==> src/rtl/timer_share_ctrl_if.sv <==
// Client-side bundle for timer_share_ctrl: request/stop lines in, grant and tagged results out.
interface timer_share_ctrl_if #(
  parameter int N = 4,
  parameter int W = 16
) ();
  localparam int ID_W = $clog2(N);

  logic [N-1:0]    req;
  logic [N-1:0]    done;
  logic [N-1:0]    grant;
  logic            res_valid;
  logic [ID_W-1:0] res_id;
  logic [W-1:0]    res_data;
  logic            res_timeout;

  modport master (
    output req, done,
    input  grant, res_valid, res_id, res_data, res_timeout
  );

  modport slave (
    input  req, done,
    output grant, res_valid, res_id, res_data, res_timeout
  );
endinterface

==> src/rtl/timer_share_ctrl.sv <==
// Round-robin arbiter that lends one free-running interval timer to N clients and
// reports the elapsed count (end snapshot - start snapshot) tagged with the client id.
module timer_share_ctrl #(
  parameter int N       = 4,
  parameter int W       = 16,
  parameter int TIMEOUT = 1000
) (
  input  logic                clock,
  input  logic                reset,
  timer_share_ctrl_if.slave   bus,
  output logic                t_en,
  input  logic [W-1:0]        t_out
);
  localparam int ID_W  = $clog2(N);
  localparam int CNT_W = $clog2(TIMEOUT + 1);
  localparam logic [N-1:0] ONE = N'(1);

  typedef enum logic [2:0] {IDLE, START, RUN, STOP, REPORT} state_t;

  state_t          state;
  logic [ID_W-1:0] gnt_id;
  logic [ID_W-1:0] rr_ptr;
  logic [ID_W-1:0] pick_id;
  logic [CNT_W-1:0] run_cnt;
  logic [W-1:0]    start_snap;
  logic            timeout_flag;
  logic [N-1:0]    grant_q;
  logic            res_valid_q;
  logic [ID_W-1:0] res_id_q;
  logic [W-1:0]    res_data_q;
  logic            res_timeout_q;
  logic            done_g;
  logic            req_g;
  logic            at_limit;
  logic [ID_W-1:0] next_ptr;

  assign bus.grant       = grant_q;
  assign bus.res_valid   = res_valid_q;
  assign bus.res_id      = res_id_q;
  assign bus.res_data    = res_data_q;
  assign bus.res_timeout = res_timeout_q;

  assign done_g   = bus.done[gnt_id];
  assign req_g    = bus.req[gnt_id];
  assign at_limit = (run_cnt == CNT_W'(TIMEOUT));
  assign next_ptr = (gnt_id == ID_W'(N - 1)) ? '0 : gnt_id + 1'b1;

  // First requester at or above the rr pointer, wrapping modulo N.
  always_comb begin
    logic [ID_W:0] idx;
    logic          found;
    pick_id = rr_ptr;
    found   = 1'b0;
    for (int i = 0; i < N; i++) begin
      idx = {1'b0, rr_ptr} + (ID_W + 1)'(i);
      if (idx >= (ID_W + 1)'(N)) idx = idx - (ID_W + 1)'(N);
      if (!found && bus.req[idx[ID_W-1:0]]) begin
        pick_id = idx[ID_W-1:0];
        found   = 1'b1;
      end
    end
  end

  always_ff @(posedge clock or posedge reset) begin
    if (reset) begin
      state         <= IDLE;
      gnt_id        <= '0;
      rr_ptr        <= '0;
      run_cnt       <= '0;
      start_snap    <= '0;
      timeout_flag  <= 1'b0;
      grant_q       <= '0;
      t_en          <= 1'b0;
      res_valid_q   <= 1'b0;
      res_id_q      <= '0;
      res_data_q    <= '0;
      res_timeout_q <= 1'b0;
    end else begin
      res_valid_q <= 1'b0;
      unique case (state)
        IDLE: begin
          if (|bus.req) begin
            gnt_id  <= pick_id;
            grant_q <= ONE << pick_id;
            t_en    <= 1'b1;
            state   <= START;
          end
        end
        START: begin
          start_snap <= t_out;
          run_cnt    <= CNT_W'(1);
          state      <= RUN;
        end
        RUN: begin
          // done has priority over the limit, so a coinciding stop is not a timeout
          if (done_g || !req_g || at_limit) begin
            t_en         <= 1'b0;
            timeout_flag <= at_limit & ~done_g & req_g;
            state        <= STOP;
          end else begin
            run_cnt <= run_cnt + 1'b1;
          end
        end
        STOP: begin
          grant_q       <= '0;
          res_valid_q   <= 1'b1;
          res_id_q      <= gnt_id;
          res_data_q    <= t_out - start_snap;
          res_timeout_q <= timeout_flag;
          state         <= REPORT;
        end
        REPORT: begin
          rr_ptr <= next_ptr;
          state  <= IDLE;
        end
        default: state <= IDLE;
      endcase
    end
  end
endmodule

==> src/flat_wrapper.sv <==
// flat-port wrapper written by rule: the top's interface ports become plain ports
module timer_share_ctrl_flat 
#(
  parameter int N       = 4,
  parameter int W       = 16,
  parameter int TIMEOUT = 1000
)
  (clock, reset, t_en, t_out, bus_req, bus_done, bus_grant, bus_res_valid, bus_res_id, bus_res_data, bus_res_timeout);
  timer_share_ctrl_if #(.N(N), .W(W)) bus_i ();
  input  logic clock;
  input  logic reset;
  output logic t_en;
  input  logic [W-1:0] t_out;
  input wire logic [$bits(bus_i.req)-1:0] bus_req;
  input wire logic [$bits(bus_i.done)-1:0] bus_done;
  output wire logic [$bits(bus_i.grant)-1:0] bus_grant;
  output wire logic [$bits(bus_i.res_valid)-1:0] bus_res_valid;
  output wire logic [$bits(bus_i.res_id)-1:0] bus_res_id;
  output wire logic [$bits(bus_i.res_data)-1:0] bus_res_data;
  output wire logic [$bits(bus_i.res_timeout)-1:0] bus_res_timeout;
  assign bus_i.req = bus_req;
  assign bus_i.done = bus_done;
  assign bus_grant = bus_i.grant;
  assign bus_res_valid = bus_i.res_valid;
  assign bus_res_id = bus_i.res_id;
  assign bus_res_data = bus_i.res_data;
  assign bus_res_timeout = bus_i.res_timeout;
  timer_share_ctrl #(.N(N), .W(W), .TIMEOUT(TIMEOUT)) u_core (.clock(clock), .reset(reset), .bus(bus_i), .t_en(t_en), .t_out(t_out));
endmodule
==> config.mk <==
export PLATFORM = sky130hd
export DESIGN_NAME = timer_share_ctrl_flat
export DESIGN_NICKNAME = d
export VERILOG_FILES = /design/src/rtl/timer_share_ctrl_if.sv /design/src/rtl/timer_share_ctrl.sv /design/src/flat_wrapper.sv
export SDC_FILE = /design/constraint.sdc
export NUM_CORES = 1
export LEC_CHECK = 0
export BUFFER_PORTS_ARGS = -buffer_cell sky130_fd_sc_hd__clkbuf_2
export CAP_MARGIN = 25
export CORE_MARGIN = 1
export CORE_UTILIZATION = 60
export CTS_CLUSTER_SIZE = 10
export DETAILED_ROUTE_END_ITERATION = 12
export PLACE_DENSITY = 0.81
export SYNTH_ARGS = -nofsm -noshare
export SYNTH_HDL_FRONTEND = slang
export SYNTH_SLANG_ARGS = --single-unit
==> constraint.sdc <==
create_clock -name clock -period 4.1 [get_ports clock]
set_clock_uncertainty 0.1 [all_clocks]
set_input_delay 0.41 -clock clock [delete_from_list [all_inputs] [get_ports clock]]
set_output_delay 0.41 -clock clock [all_outputs]
set_load 0.02 [all_outputs]
# Word-level counts from Yosys, hierarchy flattened

Cells that the tools add are included.

Output and inout port bits: 25
Register bits: 59
Logic and storage cells: 99
Bits of input ports: 26

$lt $le $gt $ge: 9
Reductions and logical operators: 20
Bitwise operators: 3
$add $sub $neg: 10
Eq/ne operators: 9
Shift operators: 1
Muxes and demuxes: 35

Operators by type and width:

| operator                                                                     | count |
|---|---|
| 10-bit case mux with 2 select lines                                          | 1 |
| 2-bit 2-to-1 mux                                                             | 9 |
| 16-bit subtractor                                                            | 1 |
| 2-bit by 3-bit less-than comparator with 1-bit output, second input constant | 5 |
| 1-bit binary-select mux with 2-bit select                                    | 6 |
| 1-bit 2-to-1 mux                                                             | 12 |
| 3-bit case mux with 4 select lines                                           | 1 |
| 10-bit by 1-bit adder with 10-bit output, second input constant              | 1 |
| 10-bit equality test, second input constant                                  | 1 |
| 10-bit 2-to-1 mux                                                            | 1 |
| 2-bit AND reduction                                                          | 5 |
| 3-bit >= comparator, second input constant                                   | 3 |
| 4-bit case mux with 2 select lines                                           | 1 |
| 2-bit by 1-bit subtractor with 2-bit output, second input constant           | 4 |
| 2-bit by 2-bit adder with 3-bit output, second input constant                | 2 |
| 3-bit by 2-bit equality test with 1-bit output, second input constant        | 2 |
| 3-bit 2-to-1 mux                                                             | 2 |
| 2-bit nonzero test                                                           | 3 |
| 1-bit logical NOT                                                            | 4 |
| 4-bit 2-to-1 mux                                                             | 1 |
| 2-bit by 1-bit inequality test with 1-bit output, second input constant      | 2 |
| 4-bit OR reduction                                                           | 1 |
| 1-bit by 2-bit << shifter with 4-bit output, first input constant            | 1 |
| 2-bit by 1-bit adder with 3-bit output, second input constant                | 1 |
| other kinds (13)                                                             | 17 |

# Logic depth before layout (Yosys ltp)

Gate-level depths: netlist of run 1.

Word-level depth: 17
Mapped depth: 10
Depth with buffers taken out: 9

# Least setup slack after synthesis of run 1

No wires, ideal clock.

Path type: in2reg
Start: in t_out[2]
End: reg u_core.res_data_q[12], in the netlist u_core.bus.res_data[12]
Stages: 7
Data required time: 3.931 ns
Setup slack: 1.916 ns
Setup time: 0.069 ns
Buffers on the path: 0
Arrival time: 2.015 ns
Cells stage by stage: ha_1 > nor2b_1 > o2111ai_1 > nand3_1 > o221a_2 > or4_1 > nand3_1

Longest elaborated chain between the ends: 1

Ends and longest elaborated chain:

| what                 | RTL line                | text |
|---|---|---|
| from (decl)          | flat_wrapper.sv:13      | `input logic [W-1:0] t_out;` |
| 16-bit subtractor    | timer_share_ctrl.sv:108 | `res_data_q <= t_out - start_snap;` |
| to (signal assigned) | timer_share_ctrl.sv:108 |  |
| to (decl)            | timer_share_ctrl.sv:30  | `logic [W-1:0] res_data_q;` |

No other way between the ends.
A chain may end at the register's enable or synchronous reset.

# Worst setup path in the final report of run 1

Start: reg u_core.start_snap[2]
End: reg u_core.res_data_q[13], in the netlist u_core.bus.res_data[13]

Longest elaborated chain between the ends: 1

Ends and longest elaborated chain:

| what                   | RTL line                | text |
|---|---|---|
| from (decl)            | timer_share_ctrl.sv:25  | `logic [W-1:0] start_snap;` |
| from (signal assigned) | timer_share_ctrl.sv:90  | `start_snap <= t_out;` |
| 16-bit subtractor      | timer_share_ctrl.sv:108 |  |

No other way between the ends.

==> results.py, run 1 <==
metrics = {
    "run_status": {
        "status": "finished, final reports clean",
    },
    "grt": {
        "grt_util_met3_pct": 4.431,
        "grt_usage_pct": 26.36,
        "busiest_layer": "met2",
        "grt_overflow": 0,
        "grt_pass1_vias": 2772,
        "grt_antenna_before_repair": 0,
        "grt_first_pass_wirelength_um": 12120,
        "use_met1_pct": 33.63,
        "use_met2_pct": 44.73,
        "grt_max_degree": 60,
    },
    "timing": {
        "min_period_ps": 2417,
        "finalSetupTns_ps": 0,
        "maxSlewViolCount": 0,
        "rsz0062_at_grt": "no",
        "slew_headroom_pct": 44.91,
        "min_period_over_period_pct": 58.96,
        "worstMarginPinSlew_ps": 821.3,
        "finalSetupViolations": 0,
        "final-hold-violation-count": 0,
        "max_freq_mhz": 413.7,
    },
    "worst_setup_path": {
        "start_kind": "flip-flop",
        "worst-path-max-fanout": 6,
        "crit_chain": "inv_1 -> ha_1 -> o21ai_0 -> a21oi_1 -> a211oi_1 -> nand3_1 -> a21oi_1 -> a21boi_0",
        "critPathTopFamily": "compound AO/OA/AOI/OAI gates",
        "cp_num_buf_inv": 1,
        "max_stage_delay_ps": 730,
        "critPathKind": "flip-flop to flip-flop",
        "required_ps": 4250,
        "cp-end-kind": "flip-flop",
        "critPathSlowestCell": "a211oi_1",
        "crit_top_cell": "a21oi_1",
        "crit_arrival_ps": 2570,
    },
    "place": {
        "hpwl_um": 4851,
        "dpl_cell_area_um2": 3608,
        "io_buffers": 50,
        "gp_congestion": 0.8466,
    },
    "synth": {
        "synth.net_count": 399,
        "synth_area_per_cell_um2": 9.299,
        "synthArstFlopShare_pct": 100.0,
        "synth_ff_type": "dfrtp_1",
        "syn_inst": 354,
        "synth-edff-count": 0,
        "yosysWarningCount": 0,
        "synth-seq-cells": 59,
        "ys_types": 47,
        "ys_seq_area_share_pct": 44.85,
        "syn_area_um2": 3292,
    },
    "cts": {
        "postCtsSetupRepairBufs": 0,
        "hold_buffers": 0,
        "cts_buffer_depth": 2,
        "cts_root_buffer": "clkbuf_8",
        "htree_levels": 3,
        "clock_sinks": 59,
        "cts_tree": "yes",
        "cts_buffers": 9,
        "clkTransAtPathRegs_ps": 70,
        "clk_latency_ps": 340,
        "cts_resized": 0,
    },
    "floorplanning": {
        "num_rows": 26,
        "die-height_um": 76.07,
        "ios": 51,
        "die_w_um": 76.07,
        "initial_core_util_pct": 63.25,
        "dieArea_um2": 5787,
        "design.core.area_um2": 5205,
    },
    "finish": {
        "area_growth_pct": 15.51,
        "num-nets-final": 453,
        "stdcell_area_um2": 3802,
        "fill_cells": 402,
        "drive_above_1_share_pct": 19.61,
        "antennaDiodeCount": 0,
    },
    "detailed_routing": {
        "post_drt_wl_per_cell_um": 14.19,
        "first_iter_violations": 150,
        "wl_um": 6855,
        "vias": 2756,
        "drtPass1Iterations": 4,
        "via_per_inst": 5.706,
        "postRouteAntennaNets": 0,
        "drc": 0,
    },
    "min_path": {
        "hp-class": "input port to async pin",
    },
    "pwr": {
        "peakVddDrop_uv": 500.4,
        "leakage_uw": 0.001830,
        "powerDensity_nw_per_um2": 775.9,
    },
    "job": {
        "cap_violations": 0,
    },
}
## kinds of logic after synthesis
kind of cell / Yosys count / synth area share, %
and+or+nand+nor: 129 / 19.54
AOI/OAI and AO/OA: 88 / 16.61
DFF: 59 / 44.85
buffers and inverters: 36 / 4.561
adders and majority gates: 19 / 7.450
xor gates and xnor gates: 16 / 4.257
muxes: 7 / 2.736
## layout by cell type (no fill, tap or decap), types with 8 or more instances in the layout
cell type | Yosys | routed
a21oi_1 | 12 | 12
clkbuf_2 | 0 | 50
clkbuf_8 | 0 | 10
dfrtp_1 | 59 | 59
ha_1 | 18 | 18
inv_1 | 24 | 23
nand2_1 | 46 | 46
nand2b_1 | 8 | 8
nand3_1 | 15 | 15
nor2_1 | 18 | 18
nor2b_1 | 9 | 9
nor3_1 | 8 | 8
o21ai_0 | 41 | 41
xor2_1 | 13 | 13
## per-stage QoR
stage               hold slack (ps)  total power (uW)  util, %  std cells  setup WS [ps]
floorplan                     332.9              2030        -        354           1916
global placement              349.8              2366    69.33        467           1660
detailed placement            356.1              2419    69.33        467           1560
CTS                           178.5              2958    73.05        483           1715
global route                  217.4              3188    73.05        483           1554
finish                        140.2              2950    73.05        483           1683
## power by group
group	internal, uW	leakage (uW)	total (uW)	switching (uW)
registers	819	0.000738	967	148
clock network	294	0.0000991	532	238
logic	555	0.000993	1450	896
## final timing paths
path                                      start                       to  slack [ps]  cells after the start
hold / removal                            reset   u_core.bus.res_timeout         140                      3
hold reg to reg             u_core.timeout_flag   u_core.bus.res_timeout         370                      2
setup reg to reg           u_core.start_snap[2]  u_core.bus.res_data[13]        1680                      8
setup / recovery           u_core.start_snap[2]  u_core.bus.res_data[13]        1680                      8
max in group asynchronous                 reset   u_core.bus.res_data[7]        3270                      3
min in group clock                    t_out[10]    u_core.start_snap[10]         200                      3
## flip-flops by register name (all words and copies together) (netlist names)
name and count:
u_core.rr_ptr 2, u_core.run_cnt 10, u_core.t_en 1, u_core.state 3, u_core.bus.res_valid 1, u_core.start_snap 16, u_core.bus.grant 4, u_core.gnt_id 2
u_core.bus.res_data 16, u_core.timeout_flag 1, u_core.bus.res_id 2, u_core.bus.res_timeout 1
## tightest hold or removal path, stage by stage
cell	delay [ps]
clkbuf_2	80
inv_2	30
buf_4	560
## per-layer routing
layer / vias to the layer above / share of wire (%)
met4: 0 / 1.3
li1: 1357 / -
met3: 9 / 3.8
met2: 58 / 50
met1: 1332 / 45
met5: - / 0
## cells in the mapped netlist (8+ instances only)
library cell / instances / area (um^2)
dfrtp_1: 59 / 1476
nand2_1: 46 / 172.7
o21ai_0: 41 / 205.2
inv_1: 24 / 90.09
ha_1: 18 / 225.2
nor2_1: 18 / 67.56
nand3_1: 15 / 75.07
xor2_1: 13 / 113.9
a21oi_1: 12 / 60.06
clkbuf_1: 9 / 33.78
nor2b_1: 9 / 56.30
nand2b_1: 8 / 50.05
nor3_1: 8 / 40.04
## layout make-up
class	instances	area (um^2)	area share (%)
multi-input combinational	259	1670	43.93
clock inverter	5	52.55	1.382
inverter	25	93.84	2.468
sequential	59	1476	38.83
tap	70	87.58	2.303
clock buffer	11	141.4	3.718
timing repair buffer	54	280.3	7.371
(Power assumes the default switching activity.)
==> inputs of run 2 (changes only) <==
- CORE_UTILIZATION: 60 -> 51
- PLACE_DENSITY: 0.81 -> 0.73
- clock period: 4.1 -> 2.1 ns (I/O delays scaled with it)
==> results.py, run 2 (synthesis results as in run 1) <==
metrics = {
    "worst_setup_path": {
        "start_kind": "flip-flop",
        "max_stage_delay_ps": 410,
        "critPathKind": "flip-flop to flip-flop",
        "worst-path-max-fanout": 3,
        "setup.worst_path.start": "u_core.start_snap[0]",
        "required_ps": 2270,
        "critPathSlowestCell": "dfrtp_1",
        "cp-end-kind": "flip-flop",
        "rr_startpoint": "u_core.start_snap[0]",
        "crit_chain": "ha_4 -> fa_2 -> nor2b_2 -> o2111ai_2 -> nand3_2 -> o22ai_2 -> a2111o_1 -> nand3_1",
        "crit_arrival_ps": 2300,
    },
    "detailed_routing": {
        "via_per_inst": 5.510,
        "first_iter_violations": 115,
        "postRouteAntennaNets": 0,
        "vias": 2832,
        "drtPass1Iterations": 4,
        "drc": 0,
        "post_drt_wl_per_cell_um": 14.06,
        "wl_um": 7225,
    },
    "pwr": {
        "switching_share_pct": 42.30,
        "power.internal_uw": 3604,
        "pwr-share-clk_pct": 17.0,
        "comb_power_share_pct": 52.7,
        "leakage_uw": 0.001968,
        "power_switching_uw": 2643,
        "peakVddDrop_uv": 935.7,
        "powerDensity_nw_per_um2": 1514,
        "p_seq_share_pct": 30.3,
    },
    "timing": {
        "postLayoutSetupSlackWorst_ps": -21.55,
        "max_freq_mhz": 471.4,
        "maxSlewViolCount": 0,
        "finalSetupViolations": 1,
        "min_period_ps": 2122,
        "final-hold-violation-count": 0,
        "rsz0062_at_grt": "yes",
        "min_period_over_period_pct": 101.0,
        "whs_ps": 12.19,
        "worstMarginPinSlew_ps": 633.9,
        "slew_headroom_pct": 57.68,
    },
    "grt": {
        "grt_pass1_vias": 2722,
        "grt_max_degree": 33,
        "grt_usage_pct": 23.65,
        "grt_first_pass_wirelength_um": 12030,
        "grt_antenna_before_repair": 0,
        "grt_overflow": 0,
    },
    "run_status": {
        "violations": "negative setup slack",
        "status": "finished, violations left",
    },
    "floorplanning": {
        "num_rows": 28,
        "ios": 51,
        "die-height_um": 82.34,
        "design.core.area_um2": 6061,
        "dieArea_um2": 6780,
        "initial_core_util_pct": 54.31,
        "die_w_um": 82.34,
    },
    "cts": {
        "clk_latency_ps": 340,
        "cts_buffers": 9,
        "htree_levels": 3,
        "clkTransAtPathRegs_ps": 60,
        "cts_buffer_depth": 2,
        "cts_root_buffer": "clkbuf_8",
        "clock_sinks": 59,
        "cts_tree": "yes",
    },
    "finish": {
        "layout_commonest_cell": "dfrtp_1",
        "fill_cells": 488,
        "final_util_pct": 68.08,
        "area_growth_pct": 25.35,
        "antennaDiodeCount": 0,
        "num-nets-final": 479,
        "most-common-layout-cells": "59 x dfrtp_1, 50 x clkbuf_2, 46 x nand2_1, 38 x o21ai_0",
        "drive_above_1_share_pct": 27.33,
    },
    "place": {
        "hpwl_um": 5124,
        "io_buffers": 50,
        "gp_congestion": 0.8101,
    },
    "job": {
        "cap_violations": 0,
    },
    "min_path": {
        "hold_start": "t_out[3]",
        "hp-class": "input port to flip-flop",
    },
}
## run 2: power groups by stage
stage	clock network (uW)	registers (uW)	logic, uW
finish	1060	1890	3290
global route	1130	1930	3680
CTS	1090	1890	3080
detailed placement	0	1900	3020
global placement	0	1880	2940
floorplan	0	2100	1860
## run 2: layout make-up
class,count,area (um^2),area share (%)
clock inverters,4,48.80,1.183
repair buffers,80,493.0,11.95
clock buffers,12,155.1,3.760
flip-flops and latches,59,1476,35.78
inverters,25,93.84,2.274
multi-input cells,259,1765,42.78
well taps,75,93.84,2.274
## run 2: routing by layer
metal | global-route usage [%] | vias up | wire length, um | share of wire [%]
li1 | - | 1407 | - | -
met1 | 29.21 | 1340 | 3302 | 46
met2 | 39.50 | 68 | 3477 | 48
met3 | 6.264 | 17 | 279 | 3.9
met4 | 8.947 | 0 | 165 | 2.3
met5 | 0 | - | 0 | 0
## run 2: what timing repair did
item	CTS	global route
pin swaps	3	10
setup buffers	2	3
setup endpoints to repair	5	17
hold endpoints to repair	36	0
resized for setup	4	23
hold buffers	7	0
## run 2: final timing paths
check                           slack (ps)                      end  cells past startpoint
worst max-delay path                   -20  u_core.bus.res_data[14]                      8
worst min-delay path                    10     u_core.start_snap[3]                      3
worst max register to register         -20  u_core.bus.res_data[14]                      8
worst min register to register         360   u_core.bus.res_timeout                      2
max in group asynchronous              850     u_core.start_snap[2]                      4
min in group asynchronous              390        u_core.run_cnt[4]                      3
## run 2: worst max-delay path: cells and delay by family (launching register included)
family	cells	cell delay (ps)
simple gates	3	360
flops	1	410
fa+ha+maj	2	590
compound gates	3	610
## run 2: per-stage QoR
step	cells	TNS [ps]	worst slack (ps)	total power [uW]	area, um^2
global route	514	-398.4	-107.3	6741	4126
floorplan	354	0	2.522	3962	3292
global placement	486	-41.82	-22.78	4819	3720
CTS	511	-91.35	-60.41	6056	4018
finish	514	-21.55	-21.55	6247	4126
detailed placement	486	-268.7	-85.76	4920	3720
